File: src/rtl/lcd_pkg.sv
// lcd_pkg: shared scan types, digit width and sizing helpers
package lcd_pkg;
  localparam int DIGIT_W = 4;
  typedef enum logic {BLANK, SHOW} scan_state_t;
  function automatic int ticks(int clk_hz, int scan_hz);
    return clk_hz / scan_hz;
  endfunction
  function automatic int cnt_w(int n);
    return n > 1 ? $clog2(n) : 1;
  endfunction
endpackage

File: src/rtl/lcd_scan_if.sv
// lcd_scan_if: host-side value/mask/update inputs and decoder-side scan outputs
interface lcd_scan_if import lcd_pkg::*; #(parameter int DIGITS = 8);
  logic [DIGIT_W*DIGITS-1:0] data;
  logic [DIGITS-1:0] mask;
  logic update;
  logic [DIGIT_W-1:0] nibble;
  logic nibble_en;
  logic [DIGITS-1:0] digit_sel;
  logic frame_done;
  modport master (output data, mask, update, input nibble, nibble_en, digit_sel, frame_done);
  modport slave (input data, mask, update, output nibble, nibble_en, digit_sel, frame_done);
endinterface

File: src/rtl/lcd_scan_timer.sv
// lcd_scan_timer: per-slot tick counter with dead-time-end and slot-end strobes
module lcd_scan_timer import lcd_pkg::*; #(
  parameter int TICKS = 10,
  parameter int BLANK_CYC = 2
) (
  input  logic clk,
  input  logic rst,
  output logic blank_end,
  output logic slot_end
);
  localparam int CW = cnt_w(TICKS);
  logic [CW-1:0] tick_cnt;
  assign blank_end = tick_cnt == CW'(BLANK_CYC - 1);
  assign slot_end = tick_cnt == CW'(TICKS - 1);
  // count 0..TICKS-1 and wrap
  always_ff @(posedge clk)
    if (rst || slot_end) tick_cnt <= '0;
    else tick_cnt <= tick_cnt + CW'(1);
endmodule

File: src/rtl/lcd_scan.sv
// lcd_scan: multiplexed digit scanner with tear-free shadow buffer and dead-time; LCD_SCAN_LZB_EN enables leading-zero blanking
module lcd_scan import lcd_pkg::*; #(
  parameter int DIGITS = 8,
  parameter int CLK_HZ = 50000000,
  parameter int SCAN_HZ = 1000,
  parameter int BLANK_CYC = 16
) (
  input logic clk,
  input logic rst,
  lcd_scan_if.slave bus
);
  localparam int TICKS = ticks(CLK_HZ, SCAN_HZ);
  localparam int IW = cnt_w(DIGITS);
  scan_state_t state, state_nxt;
  logic [IW-1:0] idx, idx_nxt;
  logic [DIGIT_W*DIGITS-1:0] staging, shadow;
  logic [DIGITS-1:0] stage_mask, shadow_mask;
  logic pending, blank_end, slot_end, boundary, en_c;

  lcd_scan_timer #(.TICKS(TICKS), .BLANK_CYC(BLANK_CYC)) u_timer (
    .clk(clk),
    .rst(rst),
    .blank_end(blank_end),
    .slot_end(slot_end)
  );

`ifdef LCD_SCAN_LZB_EN
  logic [IW-1:0] hi;
  // highest nonzero digit of the shown value; digit 0 when all zero
  always_comb begin
    hi = '0;
    for (int i = 0; i < DIGITS; i++) if (shadow[DIGIT_W*i +: DIGIT_W] != '0) hi = IW'(i);
  end
  assign en_c = shadow_mask[idx] && idx <= hi;
`else
  assign en_c = shadow_mask[idx];
`endif

  // next state and digit index; idx only moves on SHOW->BLANK
  always_comb begin
    boundary = slot_end && idx == IW'(DIGITS - 1);
    idx_nxt = slot_end ? (boundary ? '0 : idx + IW'(1)) : idx;
    state_nxt = state == BLANK && blank_end ? SHOW : (state == SHOW && slot_end ? BLANK : state);
  end

  // scan state and digit index registers
  always_ff @(posedge clk)
    if (rst) begin
      state <= BLANK;
      idx <= '0;
    end else begin
      state <= state_nxt;
      idx <= idx_nxt;
    end

  // staging/shadow buffering: shadow changes only at a frame boundary
  always_ff @(posedge clk)
    if (rst) begin
      staging <= '0;
      stage_mask <= '0;
      shadow <= '0;
      shadow_mask <= '0;
      pending <= 1'b0;
    end else if (boundary && bus.update) begin
      shadow <= bus.data;
      shadow_mask <= bus.mask;
      pending <= 1'b0;
    end else if (bus.update) begin
      staging <= bus.data;
      stage_mask <= bus.mask;
      pending <= 1'b1;
    end else if (boundary && pending) begin
      shadow <= staging;
      shadow_mask <= stage_mask;
      pending <= 1'b0;
    end

  // registered decoder and common-select outputs
  always_ff @(posedge clk)
    if (rst) begin
      bus.nibble <= '0;
      bus.nibble_en <= 1'b0;
      bus.digit_sel <= '1;
      bus.frame_done <= 1'b0;
    end else begin
      bus.frame_done <= boundary;
      bus.digit_sel <= state_nxt == SHOW ? ~(DIGITS'(1) << idx) : '1;
      bus.nibble_en <= state_nxt == SHOW && en_c;
      if (state_nxt == SHOW) bus.nibble <= shadow[DIGIT_W*idx +: DIGIT_W];
    end
endmodule

File: src/flat_wrapper.sv
// flat-port wrapper written by rule: the top's interface ports become plain ports
module lcd_scan_flat import lcd_pkg::*;
#(
  parameter int DIGITS = 8,
  parameter int CLK_HZ = 50000000,
  parameter int SCAN_HZ = 1000,
  parameter int BLANK_CYC = 16
)
  (clk, rst, bus_data, bus_mask, bus_update, bus_nibble, bus_nibble_en, bus_digit_sel, bus_frame_done);
  lcd_scan_if #(.DIGITS(DIGITS)) bus_i ();
  input logic clk;
  input logic rst;
  input wire logic [$bits(bus_i.data)-1:0] bus_data;
  input wire logic [$bits(bus_i.mask)-1:0] bus_mask;
  input wire logic [$bits(bus_i.update)-1:0] bus_update;
  output wire logic [$bits(bus_i.nibble)-1:0] bus_nibble;
  output wire logic [$bits(bus_i.nibble_en)-1:0] bus_nibble_en;
  output wire logic [$bits(bus_i.digit_sel)-1:0] bus_digit_sel;
  output wire logic [$bits(bus_i.frame_done)-1:0] bus_frame_done;
  assign bus_i.data = bus_data;
  assign bus_i.mask = bus_mask;
  assign bus_i.update = bus_update;
  assign bus_nibble = bus_i.nibble;
  assign bus_nibble_en = bus_i.nibble_en;
  assign bus_digit_sel = bus_i.digit_sel;
  assign bus_frame_done = bus_i.frame_done;
  lcd_scan #(.DIGITS(DIGITS), .CLK_HZ(CLK_HZ), .SCAN_HZ(SCAN_HZ), .BLANK_CYC(BLANK_CYC)) u_core (.clk(clk), .rst(rst), .bus(bus_i));
endmodule
File: config.mk
export PLATFORM = sky130hd
export DESIGN_NAME = lcd_scan_flat
export DESIGN_NICKNAME = d
export VERILOG_FILES = /design/src/rtl/lcd_pkg.sv /design/src/rtl/lcd_scan_if.sv /design/src/rtl/lcd_scan_timer.sv /design/src/rtl/lcd_scan.sv /design/src/flat_wrapper.sv
export SDC_FILE = /design/constraint.sdc
export NUM_CORES = 1
export LEC_CHECK = 0
export CORE_ASPECT_RATIO = 0.6
export CORE_MARGIN = 5
export CORE_UTILIZATION = 51
export DETAILED_ROUTE_END_ITERATION = 7
export PLACE_DENSITY = 0.82
export SYNTH_ARGS = -nofsm -noshare
export SYNTH_HDL_FRONTEND = slang
export SYNTH_SLANG_ARGS = --single-unit
File: constraint.sdc
create_clock -name clk -period 2.7 [get_ports clk]
set_clock_uncertainty 0.2 [all_clocks]
set_input_delay 0.27 -clock clk [delete_from_list [all_inputs] [get_ports clk]]
set_output_delay 0.27 -clock clk [all_outputs]
set_load 0.03 [all_outputs]
# [After elaboration in Yosys (flattened, before gate mapping)]
# Cells that the tools add are included.
[op_classes] magnitude_cmp=1 n_shift=2 n_eq_ne=4 n_mux=13 bitwise=4 reduce_logical=13 addsub=2
[ops] operator="$mux 32" count=3
[ops] operator="$shiftx 32x6->4" count=1
[ops] operator="$mux 8" count=3
[ops] operator="$add 16x1->16 const B" count=1
[ops] operator="$eq 16x16->1 const B" count=1
[ops] operator="$eq 16x4->1 const B" count=1
[ops] operator="$not 8->8" count=1
[ops] operator="$shl 1x3->8 const A" count=1
[ops] operator="$logic_and 1x1->1" count=6
[ops] operator="$mux 1" count=5
[ops] operator="$lt 3x4->1 const B" count=1
[ops] operator="$reduce_and 2->1" count=2
[ops] operator="$reduce_bool 2->1" count=2
[ops] operator="$reduce_or 2->1" count=2
[ops] operator="$add 3x1->3 const B" count=1
[ops] operator="$bmux 1 s3" count=1
[ops] operator="$eq 3x3->1 const B" count=1
[ops] operator="$mux 3" count=1
[ops] operator="$not 1->1" count=3
[ops] operator="$ne 2x1->1 const B" count=1
[ops] operator="$logic_or 1x1->1" count=1
[totals] inputBits=43 reg_bits=115

# [Depth between registers and ports, before layout]
[depth] depth_word=6 depth_mapped=7 ltp_nobuf=6

# [Hierarchy]
# A second synthesis with hierarchy kept.
[hier_totals] hier_cells=558 hier_area_um2=4882.2
[by_module_without_submodules] mod="lcd_scan" n_inst=1 seq_area_each_um2=1981.9 cells_per_inst=473 area_each_um2=4156.5
[by_module_without_submodules] mod="lcd_scan_timer" n_inst=1 seq_area_each_um2=320.3 cells_per_inst=85 area_each_um2=725.7

# [Worst setup path after synthesis]
# No wires, ideal clock.
[synth_timing] kind="reg2reg" start="register u_core.u_timer.tick_cnt[12]" end="register u_core.bus.nibble[0]" t_arrival_ns=2.116 setup_slack_ns=0.263 synth_period_minus_slack_ns=2.437 stages_incl_launch_ff=6 cell_sequence="dfxtp_1 or4_4 or4_1 buf_2 a32oi_4 mux2_2"
[synth_via] elab_chain_cells=4 word_cells_on_any_way=6
[synth_lines] item="start, declared" line="lcd_scan_timer.sv:12" source="logic [CW-1:0] tick_cnt;"
[synth_lines] item="start signal, assigned" line="lcd_scan_timer.sv:18" source="else tick_cnt <= tick_cnt + CW'(1);"
[synth_lines] item="$eq 16x16->1" line="lcd_scan_timer.sv:14" source="assign slot_end = tick_cnt == CW'(TICKS - 1);"
[synth_lines] item="$logic_and 1x1->1" line="lcd_scan.sv:43" source="state_nxt = state == BLANK && blank_end ? SHOW : (state == SHOW && slot_end ? BLANK : state);"
[synth_lines] item="$mux 1" line="lcd_scan.sv:43"
[synth_lines] item="$mux 1 *" line="lcd_scan.sv:43"
[synth_lines] item="end signal, assigned" line="lcd_scan.sv:89" source="if (state_nxt == SHOW) bus.nibble <= shadow[DIGIT_W*idx +: DIGIT_W];"
[synth_lines] item="end, declared" line="lcd_scan_if.sv:11" source="modport slave (input data, mask, update, output nibble, nibble_en, digit_sel, frame_done);"
# Mark *: on every way between the ends. The rest lies on a longest branch, timed or not.
# A chain may end at the register's enable or synchronous reset.

# [Worst setup path after layout]
[layout_timing] start="register u_core.u_timer.tick_cnt[12]" end="register u_core.u_timer.tick_cnt[6]"
[layout_via] elab_chain_cells=2
[layout_lines] item="$eq 16x16->1" line="lcd_scan_timer.sv:14"
[layout_lines] item="$logic_or 1x1->1" line="lcd_scan_timer.sv:17" source="if (rst || slot_end) tick_cnt <= '0;"
# Every way passes these cells.

==> flow_summary.json <==
{
  "first_global_vias": 3771,
  "setup_violations": 0,
  "path_cells": "or4_4 > or4_1 > buf_4 > nand2_1 > nor2_1",
  "synth-seq-cells": 115,
  "fmax_mhz": 394,
  "place_ws_ps": 168,
  "grt_use_total_pct": 21.2,
  "power_frac_comb_pct": 6.3,
  "numClockSinks": 115,
  "ctsHtreeMaxLevel": 4,
  "die_h_um": 85.4,
  "tritoncts": "built",
  "syn_nets": 542,
  "sw_frac_of_total_pct": 21.3,
  "port_buffers": 56,
  "grt_pass1_wl_mm": 19.2,
  "final-max-slew-violation-count": 0,
  "syn_area_um2": 4830,
  "die_area_um2": 11600,
  "fin_tns_setup_ps": 0,
  "crit_slowest_cell": "or4_1",
  "synth_cells": 492,
  "max_stage_delay_ps": 600,
  "use_met2_pct": 31.2,
  "area_delta_synth_final_pct": 27.2,
  "avgSynthCellArea_um2": 9.82,
  "numCtsBuffers": 17,
  "layout-drive-gt1-share_pct": 12.0,
  "arrival_ps": 2610,
  "p_leak_nw": 2.29,
  "power_frac_clock_pct": 51.2,
  "start_kind": "register",
  "globalplace.congestion": 0.820,
  "drt_iter0_markers": 358,
  "whs_ps": 257,
  "irDropWorstVdd_v": 0.000500,
  "status": "completed",
  "rows": 27,
  "hold_class": "register to register",
  "tightest_slew_ps": 1090,
  "end_kind": "register",
  "die_w_um": 136,
  "rsz0062_at_grt": "false",
  "switchingPower_w": 0.000886,
  "dp_hpwl_mm": 7.94,
  "p_int_w": 0.00327,
  "wl_mm": 11.9,
  "via_per_inst": 5.84,
  "postRouteAntennaNets": 0,
  "num_antenna_cells": 0,
  "synth_cell_type_count": 35,
  "dr_total_vias": 4017,
  "wl_per_cell_um": 17.2,
  "ioPinCount": 57,
  "criticalPathCategory": "register to register",
  "final_util_pct": 66.7,
  "powerDensity_nw_per_um2": 676,
  "fin_crit_ps": 2540,
  "antenna_found_initial": 0,
  "dr.pass1.iters": 5,
  "yosysSeqAreaShare_pct": 47.6,
  "fin_crit_sh_pct": 94.1,
  "holdBufCountCts": 0,
  "clk_pin_slew_worst_paths_ps": 50,
  "p_seq_share_pct": 42.5,
  "cts-root-buf": "clkbuf_16",
  "fin_nets": 596,
  "drc": 0,
  "crit_fanout": 14,
  "relSlewSlack_pct": 27.3,
  "required_ps": 2770,
  "hold_violations": 0,
  "yosys_warnings": 0,
  "clk_latency_ps": 410,
  "start_util_pct": 52.4,
  "gr-usage-met3_pct": 6.22,
  "cts_max_path_buffers": 2,
  "grt_overflow": 0,
  "use_met1_pct": 29.3,
  "core_um2": 9220,
  "grt_busiest_layer": "met2",
  "maxCapViolCount": 0,
  "p_total_w": 0.00415,
  "grt_start_max_net_pins": 59,
  "setup_ws_ps": 161
}
## logic make-up (layout without fill, tap and decap cells)
group           after synthesis  in the layout  synth area share [%]
flops                       115            115                  47.6
xor+xnor                     11             11                  1.99
buf+inv                      45            111                  3.55
compound gates               97             97                  15.9
simple gates                162            162                  15.0
mux                          55             55                  14.1
fa+ha+maj                     7              7                  1.81
## final cells by class
class / count / area, um^2
clock buffers: 27 / 523
clock inverters: 4 / 45.0
fillers: 703 / 3070
inverters: 8 / 30.0
multi-input cells: 332 / 2390
flip-flops and latches: 115 / 2300
well taps: 130 / 163
repair buffers: 72 / 693
## registers in the layout, summed over array words and instances, names as in the netlist
name,cells
u_core.bus.nibble_en,1
u_core.bus.nibble,4
u_core.shadow,32
u_core.bus.frame_done,1
u_core.pending,1
u_core.staging,32
u_core.state,1
u_core.stage_mask,8
u_core.idx,3
u_core.bus.digit_sel,8
u_core.shadow_mask,8
u_core.u_timer.tick_cnt,16
## through the flow
stage / area [um^2] / std cells
floorplan: 4830 / 492
global placement: 5580 / 657
detailed placement: 5580 / 657
CTS: 6140 / 688
global route: 6150 / 688
finish: 6150 / 688
## layout by cell type (no fill, tap or decap), drive strengths merged, types with 2 or more instances in the layout
master and n:
a21oi 10, a22oi 40, and3 3, buf 16, clkbuf 27, clkdlybuf4s50 56, clkinv 4, dfxtp 115
ha 7, inv 7, mux2 4, mux2i 41, mux4 10, nand2 99, nand3 8, nand4 10
nor2 16, nor2b 5, nor3 5, nor4 4, o21ai 2, o2bb2ai 40, or2 2, or3 6
or4 3, xnor2 9, xor2 2
## worst max-delay path: cells and delay by family (launching register included)
family                 cells  cell delay [ps]
buffers and inverters      1              200
AND/OR/NAND/NOR            4             1650
flip-flops                 1              350
## path summary, 6_finish.rpt
check / cells after the start / slack [ps] / to / from
setup reg to reg: 5 / 160 / u_core.u_timer.tick_cnt[6] / u_core.u_timer.tick_cnt[12]
hold / removal: 2 / 260 / u_core.staging[28] / u_core.staging[28]
setup / recovery: 5 / 160 / u_core.u_timer.tick_cnt[6] / u_core.u_timer.tick_cnt[12]
hold reg to reg: 2 / 260 / u_core.staging[28] / u_core.staging[28]
## timing repair
action                                  in CTS  in global routing
endpoints found under the hold margin        0                  0
gates resized for setup                      0                  1
buffers inserted                             0                  0
endpoints found under the setup margin       0                 40
## synth_stat cells
cell,instances,area share [%]
a21oi_1,10,1.0
o2bb2ai_1,40,7.3
or2_2,2,0.26
mux4_2,10,4.7
mux2i_1,41,8.5
a21boi_1,1,0.16
mux2_2,4,0.93
xnor2_1,9,1.6
a32oi_4,1,0.57
or3_1,6,0.78
clkbuf_1,32,2.5
or4_4,1,0.23
ha_1,7,1.8
buf_2,2,0.21
and3_1,3,0.39
or3b_1,1,0.18
nand2_1,99,7.7
nor2b_1,5,0.65
inv_1,7,0.54
nand4_1,10,1.3
nor3_1,4,0.41
xor2_1,2,0.36
nand3_1,8,0.83
dfxtp_1,115,48
o31ai_1,1,0.16
nor2_1,16,1.2
a22oi_1,40,6.2
clkinv_1,1,0.078
a32o_1,1,0.21
nor3_2,1,0.21
buf_1,3,0.23
nor4_1,4,0.52
o21ai_0,2,0.21
or4_1,2,0.31
a31oi_1,1,0.13
## power groups by stage
stage          logic, W  clock network, W  registers [W]
2_1_floorplan  0.000144                 0        0.00179
3_3_place_gp   0.000249                 0        0.00180
3_5_place_dp   0.000257                 0        0.00180
4_1_cts        0.000260           0.00216        0.00176
5_1_grt        0.000282           0.00224        0.00177
6_report       0.000261           0.00213        0.00177
## routing by layer
layer,wire length (um),up-vias
met3,794,14
met5,0,-
met1,5600,1953
li1,-,1901
met4,157,0
met2,5310,149
Note: power is estimated with default switching activity, not from simulation.
